**config.mk**
```make
export PLATFORM = sky130hd
export DESIGN_NAME = branch_issue_ctrl_flat
export DESIGN_NICKNAME = d
export VERILOG_FILES = /design/src/rtl/branch_pkg.sv /design/src/rtl/branch_issue_ctrl_if.sv /design/src/rtl/branch_issue_fifo.sv /design/src/rtl/branch_issue_ctrl.sv /design/src/flat_wrapper.sv
export SDC_FILE = /design/constraint.sdc
export NUM_CORES = 1
export LEC_CHECK = 0
export BUFFER_PORTS_ARGS = -buffer_cell sky130_fd_sc_hd__buf_4
export CELL_PAD_IN_SITES_DETAIL_PLACEMENT = 1
export CELL_PAD_IN_SITES_GLOBAL_PLACEMENT = 1
export CORE_ASPECT_RATIO = 0.9
export CORE_MARGIN = 2
export CORE_UTILIZATION = 25
export CTS_CLUSTER_SIZE = 14
export DETAILED_ROUTE_END_ITERATION = 8
export GPL_ROUTABILITY_DRIVEN = 0
export HOLD_SLACK_MARGIN = 0.03
export PLACE_DENSITY = 0.49
export SETUP_SLACK_MARGIN = 0.5
export SYNTH_ARGS = -nofsm -noshare
export SYNTH_HDL_FRONTEND = slang
export SYNTH_SLANG_ARGS = --single-unit
```
**constraint.sdc**
```tcl
create_clock -name clock_i -period 8.44 [get_ports clock_i]
set_clock_uncertainty 0.2 [all_clocks]
set_input_delay 1.688 -clock clock_i [delete_from_list [all_inputs] [get_ports clock_i]]
set_output_delay 1.688 -clock clock_i [all_outputs]
set_load 0.05 [all_outputs]
```
**src/rtl/branch_pkg.sv**
```systemverilog
// Shared types for the branch issue scheduler: unit/format codes, hazard bits,
// FSM states and the CTR/LR hazard predicate.
package branch_pkg;

    typedef enum logic [2:0] {
        FU_ALU    = 3'd0,
        FU_LSU    = 3'd1,
        FU_BRANCH = 3'd2,
        FU_FPU    = 3'd3
    } fu_code_e;

    typedef enum logic [1:0] {
        FMT_I  = 2'd0,
        FMT_B  = 2'd1,
        FMT_XL = 2'd2
    } instr_fmt_e;

    typedef struct packed {
        logic ctrRd;
        logic ctrWr;
        logic lrRd;
        logic lrWr;
    } hazard_bits_t;

    localparam int HZ_W = $bits(hazard_bits_t);

    typedef enum logic {
        RUN   = 1'b0,
        FLUSH = 1'b1
    } state_e;

    // CTR read-after-write, CTR write-after-write and LR read-after-write block issue.
    function automatic logic branch_hazard(hazard_bits_t head, logic ctr_busy, logic lr_busy);
        return (head.ctrRd & ctr_busy) | (head.ctrWr & ctr_busy) | (head.lrRd & lr_busy);
    endfunction

endpackage

```
**src/rtl/branch_issue_ctrl_if.sv**
```systemverilog
// Decode-side request handshake and branch-unit issue/redirect signals.
interface branch_issue_ctrl_if #(
    parameter int PAYLOAD_WIDTH = 128,
    parameter int ADDR_WIDTH    = 64
);
    logic                     req_valid_i;
    logic                     req_ready_o;
    logic [PAYLOAD_WIDTH-1:0] req_payload_i;
    logic [ADDR_WIDTH-1:0]    req_addr_i;
    logic                     req_ctrRd_i;
    logic                     req_ctrWr_i;
    logic                     req_lrRd_i;
    logic                     req_lrWr_i;
    logic                     bu_enable_o;
    logic [PAYLOAD_WIDTH-1:0] bu_payload_o;
    logic [ADDR_WIDTH-1:0]    bu_addr_o;
    logic                     bu_isBranching_i;

    modport slave (
        input  req_valid_i, req_payload_i, req_addr_i,
        input  req_ctrRd_i, req_ctrWr_i, req_lrRd_i, req_lrWr_i,
        input  bu_isBranching_i,
        output req_ready_o, bu_enable_o, bu_payload_o, bu_addr_o
    );

    modport master (
        output req_valid_i, req_payload_i, req_addr_i,
        output req_ctrRd_i, req_ctrWr_i, req_lrRd_i, req_lrWr_i,
        output bu_isBranching_i,
        input  req_ready_o, bu_enable_o, bu_payload_o, bu_addr_o
    );
endinterface

```
**src/rtl/branch_issue_fifo.sv**
```systemverilog
// Synchronous FIFO with clear, exposing the head entry and the fill count.
// The caller guarantees no push when full and no pop when empty.
module branch_issue_fifo #(
    parameter int DEPTH = 4,
    parameter int WIDTH = 8
) (
    input  logic                   clk_i,
    input  logic                   rst_i,
    input  logic                   clr_i,
    input  logic                   push_i,
    input  logic                   pop_i,
    input  logic [WIDTH-1:0]       wdata_i,
    output logic [WIDTH-1:0]       head_o,
    output logic [$clog2(DEPTH):0] count_o
);
    localparam int AW = $clog2(DEPTH);

    logic [WIDTH-1:0] mem_q [DEPTH];
    logic [AW-1:0]    wr_ptr_q;
    logic [AW-1:0]    rd_ptr_q;
    logic [AW:0]      count_q;

    // Pointers and count; power-of-two depth makes pointer wrap free.
    always_ff @(posedge clk_i or posedge rst_i) begin
        if (rst_i) begin
            wr_ptr_q <= {AW{1'b0}};
            rd_ptr_q <= {AW{1'b0}};
            count_q  <= {(AW+1){1'b0}};
        end else if (clr_i) begin
            wr_ptr_q <= {AW{1'b0}};
            rd_ptr_q <= {AW{1'b0}};
            count_q  <= {(AW+1){1'b0}};
        end else begin
            if (push_i) wr_ptr_q <= wr_ptr_q + AW'(1);
            if (pop_i)  rd_ptr_q <= rd_ptr_q + AW'(1);
            case ({push_i, pop_i})
                2'b10:   count_q <= count_q + (AW+1)'(1);
                2'b01:   count_q <= count_q - (AW+1)'(1);
                default: count_q <= count_q;
            endcase
        end
    end

    // Entry storage; contents are don't-care while not counted.
    always_ff @(posedge clk_i) begin
        if (push_i && !clr_i) mem_q[wr_ptr_q] <= wdata_i;
    end

    assign head_o  = mem_q[rd_ptr_q];
    assign count_o = count_q;

endmodule

```
**src/rtl/branch_issue_ctrl.sv**
```systemverilog
// Branch issue scheduler: FIFO-buffered, CTR/LR hazard-gated single issue into the branch unit.
// Hazard-stall statistics are built only when BRANCH_ISSUE_STATS_EN is defined.
module branch_issue_ctrl
    import branch_pkg::*;
#(
    parameter int QUEUE_DEPTH   = 4,
    parameter int PIPE_DEPTH    = 3,
    parameter int PAYLOAD_WIDTH = 128,
    parameter int ADDR_WIDTH    = 64,
    parameter int FLUSH_CYCLES  = 2
) (
    input  logic                          clock_i,
    input  logic                          reset_i,
    branch_issue_ctrl_if.slave            bus,
    input  logic                          flush_i,
    output logic [$clog2(QUEUE_DEPTH):0]  occupancy_o,
    output logic [31:0]                   stallCycles_o
);
    localparam int CW      = $clog2(QUEUE_DEPTH) + 1;
    localparam int ENTRY_W = PAYLOAD_WIDTH + ADDR_WIDTH + HZ_W;
    localparam int FCW     = $clog2(FLUSH_CYCLES + 1);
    // An op in the commit stage has written CTR/LR before anything issued now reads it,
    // so only the stages ahead of commit are tracked.
    localparam int SB_LEN  = PIPE_DEPTH - 1;

    state_e             state_q, state_d;
    logic [FCW-1:0]     flush_cnt_q, flush_cnt_d;
    logic [SB_LEN-1:0]  sb_ctr_q, sb_ctr_d;
    logic [SB_LEN-1:0]  sb_lr_q, sb_lr_d;
    logic [ENTRY_W-1:0] wr_entry_s, head_entry_s;
    logic [CW-1:0]      count_s;
    hazard_bits_t       req_hz_s, head_hz_s;
    logic               redirect_s, run_s, nonempty_s, hazard_s;
    logic               issue_s, push_s, clear_s;

    logic                     bu_enable_q;
    logic [PAYLOAD_WIDTH-1:0] bu_payload_q;
    logic [ADDR_WIDTH-1:0]    bu_addr_q;

    assign req_hz_s   = hazard_bits_t'{ctrRd: bus.req_ctrRd_i, ctrWr: bus.req_ctrWr_i,
                                       lrRd: bus.req_lrRd_i,   lrWr: bus.req_lrWr_i};
    assign wr_entry_s = {bus.req_payload_i, bus.req_addr_i, req_hz_s};
    assign head_hz_s  = hazard_bits_t'(head_entry_s[HZ_W-1:0]);

    assign redirect_s = bus.bu_isBranching_i | flush_i;
    assign run_s      = (state_q == RUN);
    assign nonempty_s = (count_s != {CW{1'b0}});
    assign hazard_s   = branch_hazard(head_hz_s, |sb_ctr_q, |sb_lr_q);
    assign issue_s    = run_s & nonempty_s & ~hazard_s & ~redirect_s;
    assign push_s     = bus.req_valid_i & bus.req_ready_o & ~redirect_s;
    assign clear_s    = redirect_s | ~run_s;

    assign bus.req_ready_o = ~reset_i & run_s & (count_s < CW'(QUEUE_DEPTH));

    branch_issue_fifo #(
        .DEPTH (QUEUE_DEPTH),
        .WIDTH (ENTRY_W)
    ) u_fifo (
        .clk_i   (clock_i),
        .rst_i   (reset_i),
        .clr_i   (clear_s),
        .push_i  (push_s),
        .pop_i   (issue_s),
        .wdata_i (wr_entry_s),
        .head_o  (head_entry_s),
        .count_o (count_s)
    );

    // Next state: any redirect (re)arms the flush timer.
    always_comb begin
        state_d     = state_q;
        flush_cnt_d = flush_cnt_q;
        case (state_q)
            RUN: begin
                if (redirect_s) begin
                    state_d     = FLUSH;
                    flush_cnt_d = FCW'(FLUSH_CYCLES - 1);
                end else begin
                    state_d     = RUN;
                end
            end
            FLUSH: begin
                if (redirect_s) begin
                    flush_cnt_d = FCW'(FLUSH_CYCLES - 1);
                end else if (flush_cnt_q == {FCW{1'b0}}) begin
                    state_d = RUN;
                end else begin
                    flush_cnt_d = flush_cnt_q - FCW'(1);
                end
            end
            default: begin
                state_d     = RUN;
                flush_cnt_d = {FCW{1'b0}};
            end
        endcase
    end

    // Scoreboard shift: slot 0 takes the write bits of the op issuing this cycle.
    always_comb begin
        sb_ctr_d = {SB_LEN{1'b0}};
        sb_lr_d  = {SB_LEN{1'b0}};
        if (!clear_s) begin
            sb_ctr_d = (sb_ctr_q << 1) | SB_LEN'(issue_s & head_hz_s.ctrWr);
            sb_lr_d  = (sb_lr_q  << 1) | SB_LEN'(issue_s & head_hz_s.lrWr);
        end else begin
            sb_ctr_d = {SB_LEN{1'b0}};
            sb_lr_d  = {SB_LEN{1'b0}};
        end
    end

    // Control state registers.
    always_ff @(posedge clock_i or posedge reset_i) begin
        if (reset_i) begin
            state_q     <= RUN;
            flush_cnt_q <= {FCW{1'b0}};
            sb_ctr_q    <= {SB_LEN{1'b0}};
            sb_lr_q     <= {SB_LEN{1'b0}};
        end else begin
            state_q     <= state_d;
            flush_cnt_q <= flush_cnt_d;
            sb_ctr_q    <= sb_ctr_d;
            sb_lr_q     <= sb_lr_d;
        end
    end

    // Registered issue port; payload and address hold between issues.
    always_ff @(posedge clock_i or posedge reset_i) begin
        if (reset_i) begin
            bu_enable_q  <= 1'b0;
            bu_payload_q <= {PAYLOAD_WIDTH{1'b0}};
            bu_addr_q    <= {ADDR_WIDTH{1'b0}};
        end else begin
            bu_enable_q <= issue_s;
            if (issue_s) begin
                bu_payload_q <= head_entry_s[ENTRY_W-1 -: PAYLOAD_WIDTH];
                bu_addr_q    <= head_entry_s[HZ_W +: ADDR_WIDTH];
            end
        end
    end

    assign bus.bu_enable_o  = bu_enable_q;
    assign bus.bu_payload_o = bu_payload_q;
    assign bus.bu_addr_o    = bu_addr_q;
    assign occupancy_o      = count_s;

`ifdef BRANCH_ISSUE_STATS_EN
    logic [31:0] stall_q;

    // Saturating count of cycles where a queued head is held back by a hazard.
    always_ff @(posedge clock_i or posedge reset_i) begin
        if (reset_i) begin
            stall_q <= 32'd0;
        end else if (run_s && nonempty_s && hazard_s && (stall_q != 32'hFFFF_FFFF)) begin
            stall_q <= stall_q + 32'd1;
        end
    end

    assign stallCycles_o = stall_q;
`else
    assign stallCycles_o = 32'd0;
`endif

endmodule

```
**src/flat_wrapper.sv**
```systemverilog
// flat-port wrapper written by rule: the top's interface ports become plain ports
module branch_issue_ctrl_flat import branch_pkg::*;
#(
    parameter int QUEUE_DEPTH   = 4,
    parameter int PIPE_DEPTH    = 3,
    parameter int PAYLOAD_WIDTH = 128,
    parameter int ADDR_WIDTH    = 64,
    parameter int FLUSH_CYCLES  = 2
)
  (clock_i, reset_i, flush_i, occupancy_o, stallCycles_o, bus_req_valid_i, bus_req_payload_i, bus_req_addr_i, bus_req_ctrRd_i, bus_req_ctrWr_i, bus_req_lrRd_i, bus_req_lrWr_i, bus_bu_isBranching_i, bus_req_ready_o, bus_bu_enable_o, bus_bu_payload_o, bus_bu_addr_o);
  branch_issue_ctrl_if #(.PAYLOAD_WIDTH(PAYLOAD_WIDTH), .ADDR_WIDTH(ADDR_WIDTH)) bus_i ();
  input  logic clock_i;
  input  logic reset_i;
  input  logic flush_i;
  output logic [$clog2(QUEUE_DEPTH):0] occupancy_o;
  output logic [31:0] stallCycles_o;
  input wire logic [$bits(bus_i.req_valid_i)-1:0] bus_req_valid_i;
  input wire logic [$bits(bus_i.req_payload_i)-1:0] bus_req_payload_i;
  input wire logic [$bits(bus_i.req_addr_i)-1:0] bus_req_addr_i;
  input wire logic [$bits(bus_i.req_ctrRd_i)-1:0] bus_req_ctrRd_i;
  input wire logic [$bits(bus_i.req_ctrWr_i)-1:0] bus_req_ctrWr_i;
  input wire logic [$bits(bus_i.req_lrRd_i)-1:0] bus_req_lrRd_i;
  input wire logic [$bits(bus_i.req_lrWr_i)-1:0] bus_req_lrWr_i;
  input wire logic [$bits(bus_i.bu_isBranching_i)-1:0] bus_bu_isBranching_i;
  output wire logic [$bits(bus_i.req_ready_o)-1:0] bus_req_ready_o;
  output wire logic [$bits(bus_i.bu_enable_o)-1:0] bus_bu_enable_o;
  output wire logic [$bits(bus_i.bu_payload_o)-1:0] bus_bu_payload_o;
  output wire logic [$bits(bus_i.bu_addr_o)-1:0] bus_bu_addr_o;
  assign bus_i.req_valid_i = bus_req_valid_i;
  assign bus_i.req_payload_i = bus_req_payload_i;
  assign bus_i.req_addr_i = bus_req_addr_i;
  assign bus_i.req_ctrRd_i = bus_req_ctrRd_i;
  assign bus_i.req_ctrWr_i = bus_req_ctrWr_i;
  assign bus_i.req_lrRd_i = bus_req_lrRd_i;
  assign bus_i.req_lrWr_i = bus_req_lrWr_i;
  assign bus_i.bu_isBranching_i = bus_bu_isBranching_i;
  assign bus_req_ready_o = bus_i.req_ready_o;
  assign bus_bu_enable_o = bus_i.bu_enable_o;
  assign bus_bu_payload_o = bus_i.bu_payload_o;
  assign bus_bu_addr_o = bus_i.bu_addr_o;
  branch_issue_ctrl #(.QUEUE_DEPTH(QUEUE_DEPTH), .PIPE_DEPTH(PIPE_DEPTH), .PAYLOAD_WIDTH(PAYLOAD_WIDTH), .ADDR_WIDTH(ADDR_WIDTH), .FLUSH_CYCLES(FLUSH_CYCLES)) u_core (.clock_i(clock_i), .reset_i(reset_i), .bus(bus_i), .flush_i(flush_i), .occupancy_o(occupancy_o), .stallCycles_o(stallCycles_o));
endmodule
```
==> results.tsv, run 1 <==
metric	value	unit
status	finished, final reports clean	
Hold WC Path Type	reg2reg	
FF+latch count, synth	991	
average cell area after synthesis	23.9	sq um
post-synthesis sequential area ratio	78.4	%
crit share post-route	54.1	%
Startpoint Class	primary input	
first-pass GRT wire length	133	mm
# hold bufs at CTS	0	
met3 usage in global routing	4.21	%
Finished Layout Cells	4053	
Die ar.	0.150	sq mm
CP Class	in2reg	
Clock Sink Count	991	
CTS resizes	0	
final core utilization	31.2	%
Post-DP Area	0.0418	sq mm
area taken by multi-input logic gates	0.00741	sq mm
Synth Flop Type	edfxtp_1	
crit path capture type	register	
Fin. Hold Viols	0	
RSZ-0062 raised after global routing	false	
Critical Path RT	8570	ps
Fillers	14688	
Gate Count Post-Synth	1535	
Initial Util	25.1	%
dpl cells	3843	
Arr. time, crit path	4690	ps
met1 GRT Util	16.3	%
Seq. cell area	0.0287	sq mm
initial antenna violation count	22	
number of port buffers	397	
Clock Latency Late Sink	720	ps
fin worst setup slack	3880	ps
CORE AREA	0.146	sq mm
via count of the first global-routing pass	18873	
antenna-violating nets left	0	
final setup vio count	0	
DR iter-0 viols	963	
Rel. slew slack	14.8	%
Post-synth ARST share	20.9	%
nets@finish	2205	
post-CTS setup buffer count	0	
clock-pin slew on the worst setup and hold paths	60	ps
Final Cell Area	0.0455	sq mm
Worst-Margin Slew	1280	ps
Pwr per Cell Area	226	mW/mm^2
area growth from synthesis to layout	24.1	%
DRC	0	
crit path max-delay cell type	and2_4	
H-tree Lvls	3	
CP cell instances	buf_4 > nor3_1 > and3_1 > and2_4 > buf_12	
Peak Freq	0.219	GHz
pre-CTS setup slack	3160	ps
share of cells above drive strength 1	44.6	%
CP bufs+invs	2	
Max VDD drop	152	uV
power consumption	10.3	mW
Overflow after GRT	0	
max cap viols	0	
post-synth cell types	32	
final hold slack	294	ps
Die W	408	um
Ports	430	
GRT Util Overall	12.1	%
Leak	16.7	nW
via/cell ratio	4.13	
drt total wl	90.7	mm
DP HPWL	52.8	mm
1st-pass router iterations	5	
CTS max path bufs	3	
CTS root buf	clkbuf_16	
delay of the slowest critical-path stage	730	ps
gr busiest metal	met2	
Post-Syn Area	0.0367	sq mm
minimum clock period	4560	ps
grt met2 use	18.6	%
largest net degree at the start of global routing	112	
synthesis warning total	0	
Worst path top cell family by delay	simple AND/OR/NAND/NOR gates	
total CTS buffers	109	
site row count	133	
final slew viol count	0	
Max Fanout on Critical Path	111	
setup TNS	0	ps
Die H	367	um
routed len/inst	22.4	um
TritonCTS clock tree	yes	
DR vias	16726	
worst reg2reg setup slack	4180	ps
Post-synth EDFFs	784	
-- path summary, 6_finish.rpt --
path,start,end,depth (start not counted)
max reg2reg,u_core.u_fifo.rd_ptr_q[1],u_core.bus.bu_payload_o[30],6
min,u_core.bus.bu_payload_o[86],u_core.bus.bu_payload_o[86],1
min in group asynchronous,reset_i,u_core.bus.bu_payload_o[26],2
max,flush_i,u_core.u_fifo.mem_q[2][59],5
min reg2reg,u_core.bus.bu_payload_o[86],u_core.bus.bu_payload_o[86],1
max in group asynchronous,reset_i,u_core.bus.bu_payload_o[89],3
-- cells in the final DEF, fill, tap and decap left out, types with 11 or more instances in the layout --
cell,instances
clkinv_1,18
mux4_2,196
mux2_2,56
buf_4,412
clkbuf_1,25
conb_1,32
bufinv_16,11
mux2_1,46
edfxtp_1,784
dfrtp_1,205
clkbuf_8,11
mux2_4,90
clkbuf_16,109
clkinv_2,16
-- final cells by class --
class	instances	share of cell area (%)
clock buffer	145	6.54
tap	1957	5.38
clock inverter	62	1.45
multi-input combinational	469	16.3
sequential	991	63.2
antenna	3	0.0165
timing repair buffer	418	7.06
inverter	8	0.0825
-- layer usage --
| metal | part of all wire [%] | wire length [um] | up-vias |
|---|---|---|---|
| met5 | 0.27 | 247 | - |
| met4 | 2.2 | 2030 | 38 |
| met3 | 6.7 | 6060 | 171 |
| met2 | 46 | 41500 | 448 |
| met1 | 45 | 40800 | 8906 |
| li1 | - | - | 7163 |
-- kinds of logic (layout without fill, tap and decap cells) --
family                   Yosys count  after routing  share of synthesized area (%)
other                              1             35                         0.0102
buffers and inverters            106            633                           1.80
AO/OA/AOI/OAI                      7              7                          0.126
AND/OR/NAND/NOR                   28             28                          0.416
adder cells (fa/ha/maj)            7              7                          0.259
flip-flops                       991            991                           78.4
XOR/XNOR                           4              4                         0.0956
multiplexers                     391            391                           18.9
-- worst register-to-register path, stage by stage (launching register included) --
cell and delay (ps):
dfrtp_4 890, buf_4 860, mux4_2 480, o22ai_2 220, nand3_4 340, buf_12 340, mux2_1 810
-- sequential cells by signal, indices dropped and copies added (netlist names) --
| name | count |
|---|---|
| u_core.u_fifo.mem_q | 784 |
| u_core.bus.bu_payload_o | 128 |
| u_core.bus.bu_addr_o | 64 |
| u_core.u_fifo.count_o | 3 |
| u_core.flush_cnt_q | 2 |
| u_core.sb_ctr_q | 2 |
| u_core.sb_lr_q | 2 |
| u_core.u_fifo.rd_ptr_q | 2 |
| u_core.u_fifo.wr_ptr_q | 2 |
| u_core.bus.bu_enable_o | 1 |
| u_core.state_q | 1 |
-- synth_stat cells, types with 2 or more instances --
cell / number / share of area, %
mux2_4: 90 / 3.7
buf_4: 32 / 0.66
or3_1: 4 / 0.068
a21oi_1: 3 / 0.041
mux2_2: 56 / 1.7
nor3_1: 3 / 0.041
inv_1: 8 / 0.082
clkbuf_1: 24 / 0.25
buf_2: 16 / 0.22
mux4_2: 196 / 12
buf_6: 16 / 0.49
dfrtp_1: 207 / 14
mux2_1: 46 / 1.4
nor2b_1: 2 / 0.034
ha_1: 6 / 0.20
nor2_1: 7 / 0.072
xnor2_1: 3 / 0.072
mux2i_1: 3 / 0.082
edfxtp_1: 784 / 64
buf_1: 10 / 0.10
nand2_1: 2 / 0.020
and2_1: 7 / 0.12
-- power breakdown --
part	switching [mW]	internal [mW]	leakage, nW
combinational	0.117	0.0646	4.96
sequential	0.00101	5.28	9.92
clock	2.01	2.82	1.77
total	2.13	8.16	16.7
(Power assumes the default switching activity.)
==> inputs of run 2 (changes only) <==
--- a/config.mk
+++ b/config.mk
@@ -15,7 +15,7 @@
 export DETAILED_ROUTE_END_ITERATION = 8
 export GPL_ROUTABILITY_DRIVEN = 0
 export HOLD_SLACK_MARGIN = 0.03
-export PLACE_DENSITY = 0.49
+export PLACE_DENSITY = 0.5
 export SETUP_SLACK_MARGIN = 0.5
 export SYNTH_ARGS = -nofsm -noshare
 export SYNTH_HDL_FRONTEND = slang
==> constraint.sdc (replaced) <==
create_clock -name clock_i -period 3.8 [get_ports clock_i]
set_clock_uncertainty 0.2 [all_clocks]
set_input_delay 0.76 -clock clock_i [delete_from_list [all_inputs] [get_ports clock_i]]
set_output_delay 0.76 -clock clock_i [all_outputs]
set_load 0.05 [all_outputs]
==> run 2 against run 1 <==
Critical path depth up 3; first-iteration DRC count up 11%; hold slack worse by 65 ps; largest power group unchanged; utilization up 1.7 points; final cell count up 5.7%; highest routed layer unchanged; register-to-register slack worse by 3500 ps; worst setup slack worse by 3300 ps.
==> results.tsv, run 2 (synthesis results as in run 1) <==
metric	value	unit	change
final hold slack	229	ps	-64.9 ps
final setup vio count	0		unchanged
Pwr per Cell Area	475	mW/mm^2	+110%
Fillers	14616		-0.49%
number of port buffers	397		unchanged
nets@finish	2442		+11%
routed len/inst	21.1	um	-5.6%
DR vias	17752		+6.1%
area growth from synthesis to layout	30.8	%	
Hold EP	u_core.u_fifo.wr_ptr_q[1]		
Rel. slew slack	33.8	%	+19 points
via count of the first global-routing pass	20373		+7.9%
site row count	133		unchanged
total CTS buffers	108		-0.92%
Initial Util	25.1	%	unchanged
H-tree Lvls	3		unchanged
Reg with most FFs	u_core.u_fifo.mem_q		
worst hold start	bus_req_valid_i		
Clock Sink Count	991		unchanged
TritonCTS clock tree	yes		
CP most frequent cell	buf_4		
Critical Path RT	4170	ps	-4400 ps
Die W	408	um	unchanged
most common cell after layout, fill and taps aside	edfxtp_1		
max reg flops	784		unchanged
antenna-violating nets left	0		unchanged
clock-pin slew on the worst setup and hold paths	60	ps	about the same
Worst-Margin Slew	992	ps	-286 ps
GRT Util Overall	12.1	%	-0.014 points
first-pass GRT wire length	135	mm	+2.0%
CP cell instances	dlygate4sd3_1 > buf_4 > or3_1 > nor2_1 > nand3_4 > buf_12 > buf_4 > mux2_1		
1st-pass router iterations	4		-1
Arr. time, crit path	3600	ps	-1090 ps
Hold Path Depth	4		+3
via/cell ratio	4.14		+0.41%
Max VDD drop	366	uV	+140%
CORE AREA	0.146	sq mm	unchanged
Overflow after GRT	0		unchanged
most frequent cells in the layout	edfxtp_1, buf_4, dfrtp_1, dlygate4sd3_1, mux4_2		
largest net degree at the start of global routing	117		+4.5%
final slew viol count	0		unchanged
Max Fanout on Critical Path	76		-32%
worst reg-to-reg path cell count	6		unchanged
Post-DP Area	0.0424	sq mm	+1.3%
CTS root buf	clkbuf_16		
Die ar.	0.150	sq mm	unchanged
Final Cell Area	0.0480	sq mm	+5.4%
status	finished, final reports clean		
crit share post-route	85.0	%	
Hold WC Path Type	in2reg		
CTS max path bufs	3		unchanged
delay of the slowest critical-path stage	530	ps	-200 ps
n_diodes	0		-3
Peak Freq	0.310	GHz	
power consumption	22.8	mW	+120%
initial antenna violation count	10		-55%
fin worst setup slack	571	ps	-3310 ps
reg2reg start	u_core.u_fifo.rd_ptr_q[0]		
Die H	367	um	unchanged
pre-CTS setup slack	210	ps	-2950 ps
Fin. Hold Viols	0		unchanged
Clock Latency Late Sink	710	ps	about the same
max cap viols	0		unchanged
FF-to-FF End	u_core.bus.bu_payload_o[86]		
crit path capture type	register		
minimum clock period	3230	ps	
crit path max-delay cell type	dlygate4sd3_1		
RSZ-0062 raised after global routing	false		
worst reg2reg setup slack	700	ps	-3480 ps
drt total wl	90.5	mm	-0.18%
DP HPWL	54.9	mm	+4.0%
DRC	0		unchanged
Ports	430		unchanged
post-CTS setup buffer count	0		unchanged
setup TNS	0	ps	unchanged
share of cells above drive strength 1	41.9	%	-2.7 points
DR iter-0 viols	1065		+11%
CP Class	in2reg		
Leak	17.7	nW	+6.4%
Startpoint Class	primary input		
-- run 2: cell types whose count changed in the layout (fill, tap and decap cells not counted), moves of 5 or more --
cell	delta
clkbuf_8	+6
inv_6	-5
clkbuf_1	+9
dlygate4sd3_1	+200
buf_12	+19
clkinv_1	-14
buf_4	+16
-- run 2: final cells by class --
| type | count | area (sq um) | area share (%) |
|---|---|---|---|
| inverter | 8 | 33.8 | 0.0704 |
| clock buffer | 159 | 3060 | 6.39 |
| multi-input combinational | 469 | 7430 | 15.5 |
| sequential | 991 | 28700 | 59.9 |
| timing repair buffer | 656 | 5750 | 12.0 |
| clock inverter | 44 | 502 | 1.05 |
| tap | 1957 | 2450 | 5.11 |
-- run 2: metal layers --
layer,GRT usage (%),wire (um),up-vias
li1,-,-,7632
met1,16.4,41000,9504
met2,19.2,42500,465
met3,3.34,5050,135
met4,2.94,1880,16
met5,0,98,-
-- run 2: worst max-delay path by stage --
stage | start | cells after the start | endpoint
floorplan | reset_i | 1 | u_core.bus.bu_addr_o[0]
global placement | flush_i | 7 | u_core.bus.bu_addr_o[59]
detailed placement | flush_i | 7 | u_core.bus.bu_addr_o[57]
CTS | flush_i | 8 | u_core.bus.bu_addr_o[14]
global route | flush_i | 8 | u_core.bus.bu_payload_o[94]
finish | flush_i | 8 | u_core.bus.bu_payload_o[86]
-- run 2: timing repair --
action / 4_1_cts / 5_1_grt
hold buffers: 200 / 0
resized for setup: 1 / 2
hold endpoints to repair: 845 / 0
gates cloned: 0 / 0
setup endpoints to repair: 7 / 53
-- run 2: critical path: cells and delay by family --
family / cells / cell delay [ps]
buffers and inverters: 4 / 1390
multiplexers: 1 / 390
AND/OR/NAND/NOR: 3 / 930
-- run 2: stage by stage --
| step | util (%) | std cells |
|---|---|---|
| global route | 32.9 | 4284 |
| global placement | 29.1 | 3881 |
| CTS | 32.9 | 4284 |
| finish | 32.9 | 4284 |
| floorplan | - | 1566 |
| detailed placement | 29.1 | 3881 |
-- run 2: power by group --
group / total (mW) / switching [mW] / leakage, nW / internal, mW
combinational: 0.598 / 0.312 / 6.06 / 0.286
sequential: 11.7 / 0.00228 / 9.92 / 11.7
clock: 10.5 / 4.33 / 1.75 / 6.15
total: 22.8 / 4.65 / 17.7 / 18.2
